`src/rtl/uop_sequencer.sv`:
```
`default_nettype none
// ============================================================================
//  Module   : uop_sequencer
//  Purpose  : Microprogram sequencer for the curve arithmetic engines. It
//             steps a program counter through one of NUM_PROGS programs in an
//             external synchronous ROM (addressed {prog_sel, pc}). It hands
//             each micro-operation to the executor over a valid/ack handshake
//             and stops on the RDY opcode, or flags err on address overrun.
//  Revision : 1.0  initial release
//
//  Ports
//    clk        in   clock
//    rst        in   synchronous active-high reset
//    ena        in   start request, sampled only while rdy=1
//    prog_sel   in   program select, sampled together with ena
//    rdy        out  idle / done level
//    err        out  sticky overrun flag, cleared by the next start
//    rom_addr   out  registered ROM address {sel, pc}
//    rom_data   in   ROM word, valid one clock after rom_addr changes
//    uop        out  registered micro-operation presented to the executor
//    uop_valid  out  uop is being presented
//    uop_ack    in   executor has completed uop (ignored while uop_valid=0)
//    uop_cnt    out  number of uops acknowledged in the current run
// ============================================================================
module uop_sequencer #(
  parameter int                  ADDR_W     = 6,
  parameter int                  SEL_W      = 2,
  parameter int                  UOP_W      = 20,
  parameter int                  OPCODE_W   = 4,
  parameter logic [OPCODE_W-1:0] OPCODE_RDY = '0
) (
  input  logic                    clk,
  input  logic                    rst,
  input  logic                    ena,
  input  logic [SEL_W-1:0]        prog_sel,
  output logic                    rdy,
  output logic                    err,
  output logic [SEL_W+ADDR_W-1:0] rom_addr,
  input  logic [UOP_W-1:0]        rom_data,
  output logic [UOP_W-1:0]        uop,
  output logic                    uop_valid,
  input  logic                    uop_ack,
  output logic [ADDR_W:0]         uop_cnt
);

  typedef enum logic [1:0] {
    S_IDLE = 2'd0,
    S_ADDR = 2'd1,
    S_LOAD = 2'd2,
    S_EXEC = 2'd3
  } state_t;

  state_t                  state_q, state_d;
  logic [SEL_W-1:0]        sel_q, sel_d;
  logic [ADDR_W-1:0]       pc_q, pc_d;
  logic [SEL_W+ADDR_W-1:0] rom_addr_q, rom_addr_d;
  logic [UOP_W-1:0]        uop_q, uop_d;
  logic                    uop_valid_q, uop_valid_d;
  logic [ADDR_W:0]         uop_cnt_q, uop_cnt_d;
  logic                    rdy_q, rdy_d;
  logic                    err_q, err_d;

  logic [ADDR_W-1:0]       pc_inc;
  logic [OPCODE_W-1:0]     opcode;

  assign pc_inc = pc_q + ADDR_W'(1);
  assign opcode = rom_data[UOP_W-1 -: OPCODE_W];

  always_comb begin
    state_d     = state_q;
    sel_d       = sel_q;
    pc_d        = pc_q;
    rom_addr_d  = rom_addr_q;
    uop_d       = uop_q;
    uop_valid_d = uop_valid_q;
    uop_cnt_d   = uop_cnt_q;
    rdy_d       = rdy_q;
    err_d       = err_q;

    case (state_q)
      S_IDLE: begin
        if (ena) begin
          sel_d      = prog_sel;
          pc_d       = '0;
          rom_addr_d = {prog_sel, {ADDR_W{1'b0}}};
          rdy_d      = 1'b0;
          err_d      = 1'b0;
          uop_cnt_d  = '0;
          state_d    = S_ADDR;
        end
      end
      // The ROM registers the address issued on entry here; its word is
      // only visible on rom_data one clock later.
      S_ADDR: state_d = S_LOAD;
      S_LOAD: begin
        if (opcode == OPCODE_RDY) begin
          rdy_d   = 1'b1;
          state_d = S_IDLE;
        end else begin
          uop_d       = rom_data;
          uop_valid_d = 1'b1;
          state_d     = S_EXEC;
        end
      end
      S_EXEC: begin
        if (uop_ack) begin
          uop_valid_d = 1'b0;
          uop_cnt_d   = uop_cnt_q + (ADDR_W+1)'(1);
          if (pc_q != {ADDR_W{1'b1}}) begin
            pc_d       = pc_inc;
            rom_addr_d = {sel_q, pc_inc};
            state_d    = S_ADDR;
          end else begin
            // Last word of the program executed without finding RDY.
            err_d   = 1'b1;
            rdy_d   = 1'b1;
            state_d = S_IDLE;
          end
        end
      end
      default: state_d = S_IDLE;
    endcase
  end

  always_ff @(posedge clk) begin
    if (rst) begin
      state_q     <= S_IDLE;
      sel_q       <= '0;
      pc_q        <= '0;
      rom_addr_q  <= '0;
      uop_q       <= '0;
      uop_valid_q <= 1'b0;
      uop_cnt_q   <= '0;
      rdy_q       <= 1'b1;
      err_q       <= 1'b0;
    end else begin
      state_q     <= state_d;
      sel_q       <= sel_d;
      pc_q        <= pc_d;
      rom_addr_q  <= rom_addr_d;
      uop_q       <= uop_d;
      uop_valid_q <= uop_valid_d;
      uop_cnt_q   <= uop_cnt_d;
      rdy_q       <= rdy_d;
      err_q       <= err_d;
    end
  end

  assign rdy       = rdy_q;
  assign err       = err_q;
  assign rom_addr  = rom_addr_q;
  assign uop       = uop_q;
  assign uop_valid = uop_valid_q;
  assign uop_cnt   = uop_cnt_q;

endmodule
`default_nettype wire
```
`config.mk`:
```
export PLATFORM = sky130hd
export DESIGN_NAME = uop_sequencer
export DESIGN_NICKNAME = d
export VERILOG_FILES = /design/src/rtl/uop_sequencer.sv
export SDC_FILE = /design/constraint.sdc
export NUM_CORES = 1
export LEC_CHECK = 0
export CORE_ASPECT_RATIO = 0.9
export CORE_MARGIN = 3
export CORE_UTILIZATION = 48
export CTS_CLUSTER_SIZE = 8
export DETAILED_ROUTE_END_ITERATION = 6
export HOLD_SLACK_MARGIN = 0.1
export PLACE_DENSITY_LB_ADDON = 0.25
export SYNTH_ARGS = -nofsm -noshare
export SYNTH_HDL_FRONTEND = slang
export SYNTH_SLANG_ARGS = --single-unit
export TNS_END_PERCENT = 1
```
`constraint.sdc`:
```
create_clock -name clk -period 4.9 [get_ports clk]
set_clock_uncertainty 0.05 [all_clocks]
set_input_delay 0.735 -clock clk [delete_from_list [all_inputs] [get_ports clk]]
set_output_delay 0.735 -clock clk [all_outputs]
set_load 0.01 [all_outputs]
```
==> results of run 1 <==
sequential cells by signal, summed over array words and instances (netlist names):
name,flops
state_q,2
pc_q,5
rom_addr,3
rdy,1
uop_cnt,7
sel_q,2
uop,20
uop_valid,1
err,1
synthesized netlist by cell type (all sizes together), types with 5 or more instances:
master  count
nand2      44
dfxtp      42
a21oi      23
nor2       18
nand3      10
inv         8
ha          7
buf         6
xnor2       6
clkbuf      5
nor4        5
worst paths after layout:
check / startpoint / endpoint / slack (ns) / cells past startpoint
worst min-delay path: uop[12] / uop[12] / 0.40 / 2
worst max register to register: state_q[0] / rdy / 2.61 / 5
worst min register to register: uop[12] / uop[12] / 0.40 / 2
worst max-delay path: rom_data[16] / state_q[0] / 2.20 / 5
metal layers:
metal	part of all wire [%]	vias to the layer above	wire, microns	GRT usage [%]
li1	-	882	-	-
met1	46	791	2090	27.5
met2	46	63	2100	32.2
met3	6.5	5	294	5.43
met4	1.0	0	46	7.98
met5	0	-	0	0
cell families (layout without fill, tap and decap cells):
| group | after synthesis | after routing | share of synthesized area, % |
|---|---|---|---|
| flops | 42 | 42 | 45.2 |
| mux | 4 | 4 | 2.15 |
| fa+ha+maj | 7 | 7 | 4.71 |
| compound gates | 44 | 44 | 15.1 |
| xor+xnor | 6 | 6 | 2.83 |
| simple gates | 97 | 97 | 25.2 |
| buf+inv | 19 | 78 | 4.71 |
layout make-up:
type | count | area [sq um] | share of cell area, %
Tap cell | 44 | 55.1 | 2.15
Timing Repair Buffer | 63 | 631 | 24.6
Clock inverter | 2 | 10.0 | 0.390
Multi-Input combinational cell | 158 | 931 | 36.3
Sequential cell | 42 | 841 | 32.8
Clock buffer | 5 | 68.8 | 2.68
Inverter | 8 | 30.0 | 1.17
power by group through the flow:
stage          combinational (uW)  sequential, uW  clock, uW
2_1_floorplan                 140             410          0
3_3_place_gp                  235             400          0
3_5_place_dp                  242             401          0
4_1_cts                       244             394        212
5_1_grt                       271             399        226
6_report                      244             394        209
critical path, delay by kind of cell:
family                 cells  cell delay, ns
buffers and inverters      1            0.43
AND/OR/NAND/NOR            3            1.38
AO/OA/AOI/OAI              1            0.28
stage by stage:
stage / hold WS, ns / setup slack (ns) / util, %
floorplan: 0.386 / 2.72 / -
finish: 0.403 / 2.20 / 72.2
global placement: 0.391 / 1.97 / 70.0
CTS: 0.405 / 2.21 / 72.2
detailed placement: 0.396 / 1.88 / 70.0
global route: 0.423 / 2.07 / 72.2
cells in the final DEF (no fill, tap or decap), types with 6 or more instances in the layout:
cell type	n
a21oi_1	23
clkdlybuf4s50_1	63
dfxtp_1	42
ha_1	7
inv_1	8
nand2_1	44
nand3_1	10
nor2_1	18
xnor2_1	6
==> results.ini, run 1 <==
[run_status]
status = complete, no violations

[yosys]
synth_flop_cell = dfxtp_1
avgSynthCellArea_sq_um = 8.49
syn-cell-area_sq_um = 1860
syn_inst = 219
synthDistinctLibCells = 42
ys_ff_latch = 42
synth_top_area_share_pct = 45.2
syn-num-nets = 252
synth_area_leaders = dfxtp_1, nand2_1, a21oi_1
synth-edff-count = 0
yosysSeqAreaShare_pct = 45.2
yosysWarnings = 0
async_reset_ff_share_pct = 0
yosys.area.top_type = dfxtp_1

[die]
die-height_microns = 65.0
core_region_area_sq_um = 3550
start_util_pct = 52.3
rows = 20
die_w_microns = 71.6
ioPinCount = 64
die_area_sq_um = 4660

[clocking]
path_clk_slew_ns = 0.08
cts_root_buf = clkbuf_8
numCtsBuffers = 5
clock-sinks = 42
cts_setup_buffers = 0
htree_levels = 2
cts_resized = 0
holdBufCountCts = 0
cts_max_path_buffers = 2
cts_tree = built
clock_latency_ns = 0.29

[drt]
wl_per_cell_microns = 14.1
wl_microns = 4530
drtIter0Drc = 154
postRouteAntennaNets = 0
via_per_inst = 5.41
drcViolationCount = 0
first_pass_iters = 4
vias = 1741

[placed_design]
io_buffers = 63
dp_hpwl_microns = 3110
gp_congestion = 0.862
postPlaceCellArea_sq_um = 2490
dpl.cell_count = 315

[timing]
rsz0062_at_grt = no
worst_pin_slew_ns = 1.16
fmax_mhz = 370
setup_viol = 0
fin_setup_tns_ns = 0
hold_viol_final = 0
fin_crit_ns = 2.70
drv_slew = 0
fin_crit_sh_pct = 55.1
slew-limit-headroom_pct = 22.5

[power_and_ir_drop]
ir_worst_vdd_mv = 0.193
pwr-share-comb_pct = 28.8
p_sw_share_pct = 30.9
p_switching_uw = 262
power_density_nw_per_um2 = 330
power.total_uw = 847
seq_power_share_pct = 46.5
p_leak_uw = 0.000892
pwr-share-clk_pct = 24.7
p_int_uw = 586

[cells_and_area]
final_cell_count_no_fill = 322
fill_cells = 289
diodes = 0
layout.nets = 311
drive_gt1_share_pct = 4.32
area_growth_pct = 38.0
final_cell_area_sq_um = 2570

[worst_setup_path]
slowest_delay_ns = 0.59
critPathSlowestCell = nand2_1
critPathKind = in2reg
start_kind = input port
crit_required_ns = 5.04
crit_chain = clkdlybuf4s50_1, or4_1, nand2_1, nand3_1, o221a_2
endpoint_kind = register
crit_fanout = 23
arrival_ns = 2.84

[min_path]
hp-class = reg2reg

[global_route]
gr-total-overflow = 0
grt_pass1_vias = 1652
grt_pass1_wl_microns = 7670
grt_usage_pct = 20.8
grt_max_degree = 32
antenna_found_initial = 0

[job]
maxCapViolations = 0

(Power assumes the default switching activity.)
==> inputs of run 2 (changes only) <==
CORE_UTILIZATION = 45   (was 48)
clock period = 2.67 ns   (was 4.9 ns; I/O delays follow)
==> results.ini, run 2 (synthesized netlist as in run 1, its figures left out) <==
[global_route]
antenna_found_initial = 0
gr-total-overflow = 0
grt_max_degree = 18
grt_pass1_vias = 1549
grt_pass1_wl_microns = 6930
grt_usage_pct = 18.2

[drt]
drcViolationCount = 0
postRouteAntennaNets = 0
via_per_inst = 5.32
met3WireLength_microns = 223
vias = 1744
first_pass_iters = 6
wl_microns = 4280
wl_met1_microns = 2090
wl_met2_microns = 1910
drtIter0Drc = 143
wl_per_cell_microns = 13.0
dr.max_layer_used = met4

[cells_and_area]
layout_commonest_cell = clkdlybuf4s50_1
final_cell_mix = clkdlybuf4s50_1, nand2_1, dfxtp_1
layout.nets = 315
diodes = 0
area_growth_pct = 39.8
drive_gt1_share_pct = 5.67
largest_reg_flops = 20

[timing]
setup_viol = 0
drv_slew = 0
fin_crit_ns = 2.20
slew-limit-headroom_pct = 59.8
fin_ws_ns = 0.468
worst_pin_slew_ns = 0.599
fin_setup_tns_ns = 0
fin_crit_sh_pct = 82.5
rsz0062_at_grt = no
hold_viol_final = 0
fmax_mhz = 454

[worst_setup_path]
start_kind = register
endpoint_kind = register
crit_fanout = 10
arrival_ns = 2.38
critPathKind = reg2reg
crit_required_ns = 2.85
reg2regPathDepth = 6

[power_and_ir_drop]
ir_worst_vdd_mv = 0.472
power_density_nw_per_um2 = 596
p_leak_uw = 0.000911

[placed_design]
post-place-ws_ns = 0.328
dp_hpwl_microns = 3140
io_buffers = 63
gp_congestion = 0.823

[clocking]
clock-sinks = 42
clock_latency_ns = 0.29
cts_resized = 0
path_clk_slew_ns = 0.08
cts_setup_buffers = 0
numCtsBuffers = 5
cts_root_buf = clkbuf_8
holdBufCountCts = 0
cts_max_path_buffers = 2
cts_tree = built
htree_levels = 2

[min_path]
hp-class = reg2reg
min_path_cells = 2

[die]
die-height_microns = 67.0
die_w_microns = 73.8
die_area_sq_um = 4940
core_region_area_sq_um = 3840
ioPinCount = 64
start_util_pct = 48.5
rows = 21

[run_status]
status = complete, no violations

[job]
maxCapViolations = 0

==> run 2: changes by cell type in the layout (fill, tap and decap cells not counted) <==
cell and delta:
buf_4 +4
==> run 2: power by group <==
part           total, uW  internal, uW  switching (uW)
clock                380           175             204
combinational        446           225             221
sequential           723           683            40.5
total               1550          1080             466
==> run 2: cell type report <==
type / instances / area [sq um]
Clock buffer: 5 / 68.8
Tap cell: 46 / 57.6
Fill cell: 342 / 1240
Sequential cell: 42 / 841
Multi-Input combinational cell: 158 / 931
Inverter: 8 / 30.0
Timing Repair Buffer: 67 / 661
Clock inverter: 2 / 10.0
==> run 2: path summary, 6_finish.rpt <==
check	startpoint	endpoint	slack, ns
worst max register to register	state_q[0]	pc_q[3]	0.47
worst min register to register	uop[3]	uop[3]	0.40
worst min-delay path	uop[3]	uop[3]	0.40
worst max-delay path	state_q[0]	pc_q[3]	0.47
==> run 2: routing by layer <==
layer	track usage, %	up-vias
met1	24.3	798
met4	5.88	0
met5	0	-
li1	-	891
met3	6.03	5
met2	27.5	50
==> run 2: critical path: stages (launching register included) <==
cell and delay (ns):
dfxtp_1 0.39, inv_1 0.11, ha_1 0.28, nor2b_4 0.19
or3_4 0.44, or4_1 0.52, a21boi_1 0.16
==> run 2: metrics by stage <==
stage               cell area [sq um]  power (uW)  hold WS [ns]  util, %  std cells
global placement                 2520        1170         0.390     65.7        321
detailed placement               2520        1180         0.398     65.7        321
CTS                              2600        1560         0.409     67.7        328
finish                           2600        1550         0.404     67.7        328
global route                     2600        1640         0.437     67.7        328
floorplan                        1860        1010         0.386        -        219
==> inputs of run 3 (changes only) <==
CORE_UTILIZATION = 40   (was 45)
clock period = 1.9 ns   (was 2.67 ns; I/O delays follow)
==> results.ini, run 3 (synthesized netlist as in run 1, its figures left out) <==
[placed_design]
gp_congestion = 0.833
dpl.cell_count = 354
postPlaceCellArea_sq_um = 2700
io_buffers = 63
dp_hpwl_microns = 3410

[timing]
setup_viol = 0
fmax_mhz = 536
fin_crit_ns = 1.86
fin_setup_tns_ns = 0
worst_pin_slew_ns = 0.563
hold_viol_final = 0
fin_crit_sh_pct = 98.1
slew-limit-headroom_pct = 62.5
rsz0062_at_grt = yes
drv_slew = 0

[global_route]
antenna_found_initial = 0
gr-total-overflow = 0
grt_pass1_wl_microns = 7580
grt_usage_pct = 17.1
grt_max_degree = 19
grt_pass1_vias = 1678

[drt]
postRouteAntennaNets = 0
via_per_inst = 4.94
wl_microns = 4530
drcViolationCount = 0
drtIter0Drc = 74
vias = 1787
first_pass_iters = 4
wl_per_cell_microns = 12.5

[clocking]
htree_levels = 2
holdBufCountCts = 0
numCtsBuffers = 5
clock_latency_ns = 0.28
clock-sinks = 42
cts_root_buf = clkbuf_8
path_clk_slew_ns = 0.08
cts_resized = 0
cts_setup_buffers = 0
cts_max_path_buffers = 2
cts_tree = built

[worst_setup_path]
crit_chain = inv_2, ha_4, nor2b_4, or3_4, o311a_1, a41o_1
endpoint_kind = register
slowest_delay_ns = 0.41
critPathKind = reg2reg
start_kind = register
crit_required_ns = 2.03
critPathSlowestCell = or3_4
crit_fanout = 7
arrival_ns = 2.00

[power_and_ir_drop]
power_density_nw_per_um2 = 869
ir_worst_vdd_mv = 0.575
p_leak_uw = 0.00101

[run_status]
status = complete, no violations

[cells_and_area]
final_cell_count_no_fill = 362
area_growth_pct = 51.3
layout_commonest_cell = clkdlybuf4s50_1
drive_gt1_share_pct = 13.6
layout.nets = 334
final_cell_area_sq_um = 2810
diodes = 0
final_cell_mix = clkdlybuf4s50_1, nand2_1, dfxtp_1
largest_reg_flops = 20
fill_cells = 379

[die]
die_w_microns = 77.9
start_util_pct = 43.6
ioPinCount = 64
core_region_area_sq_um = 4270
die_area_sq_um = 5500
rows = 22
die-height_microns = 70.7

[job]
maxCapViolations = 0

[min_path]
hp-class = reg2reg

[run 3: changes by cell type in the layout (fill, tap and decap cells not counted), sizes merged]
cell / delta
bufinv: +1
buf: +19
clkbuf: +2
clkinv: -2
[run 3: stage by stage]
step	total power [uW]	setup WS (ns)	util [%]	hold WS (ns)
5_1_grt	2600	-0.0294	65.9	0.429
6_report	2440	0.0361	65.9	0.405
4_1_cts	2470	0.0513	65.7	0.407
2_1_floorplan	1440	-0.0571	-	0.361
3_3_place_gp	1760	-0.124	63.2	0.392
3_5_place_dp	1780	-0.153	63.2	0.396
[run 3: per-layer routing]
metal / up-vias / track usage [%] / part of all wire [%]
met2: 43 / 27.4 / 47
met3: 2 / 5.73 / 4.6
met4: 0 / 4.74 / 0.86
li1: 932 / - / -
met1: 810 / 22.0 / 47
met5: - / 0 / 0
[run 3: final timing paths]
check                                start      end  slack, ns  cells past startpoint
worst max-delay path            state_q[0]  pc_q[2]       0.04                      6
worst min-delay path                uop[3]   uop[3]       0.41                      2
worst max register to register  state_q[0]  pc_q[2]       0.04                      6
worst min register to register      uop[3]   uop[3]       0.41                      2
[run 3: power breakdown]
part	switching [uW]	internal, uW	leakage, uW
clock network	288	393	0.0000524
registers	56.1	962	0.000342
logic	341	403	0.000618
total	686	1760	0.00101
[run 3: critical path: cells and delay by family, from the launching register on]
kind,cells,cell delay [ns]
AO/OA/AOI/OAI,2,0.54
flip-flops,1,0.37
adder cells (fa/ha/maj),1,0.18
buffers and inverters,1,0.07
AND/OR/NAND/NOR,2,0.54
[run 3: layout make-up]
class,instances,area [sq um],share of cell area (%)
multi-input combinational,158,952,33.9
sequential,42,846,30.1
timing repair buffer,86,803,28.6
clock buffer,7,76.3,2.71
tap,60,75.1,2.67
clock inverter,1,30.0,1.07
inverter,8,30.0,1.07
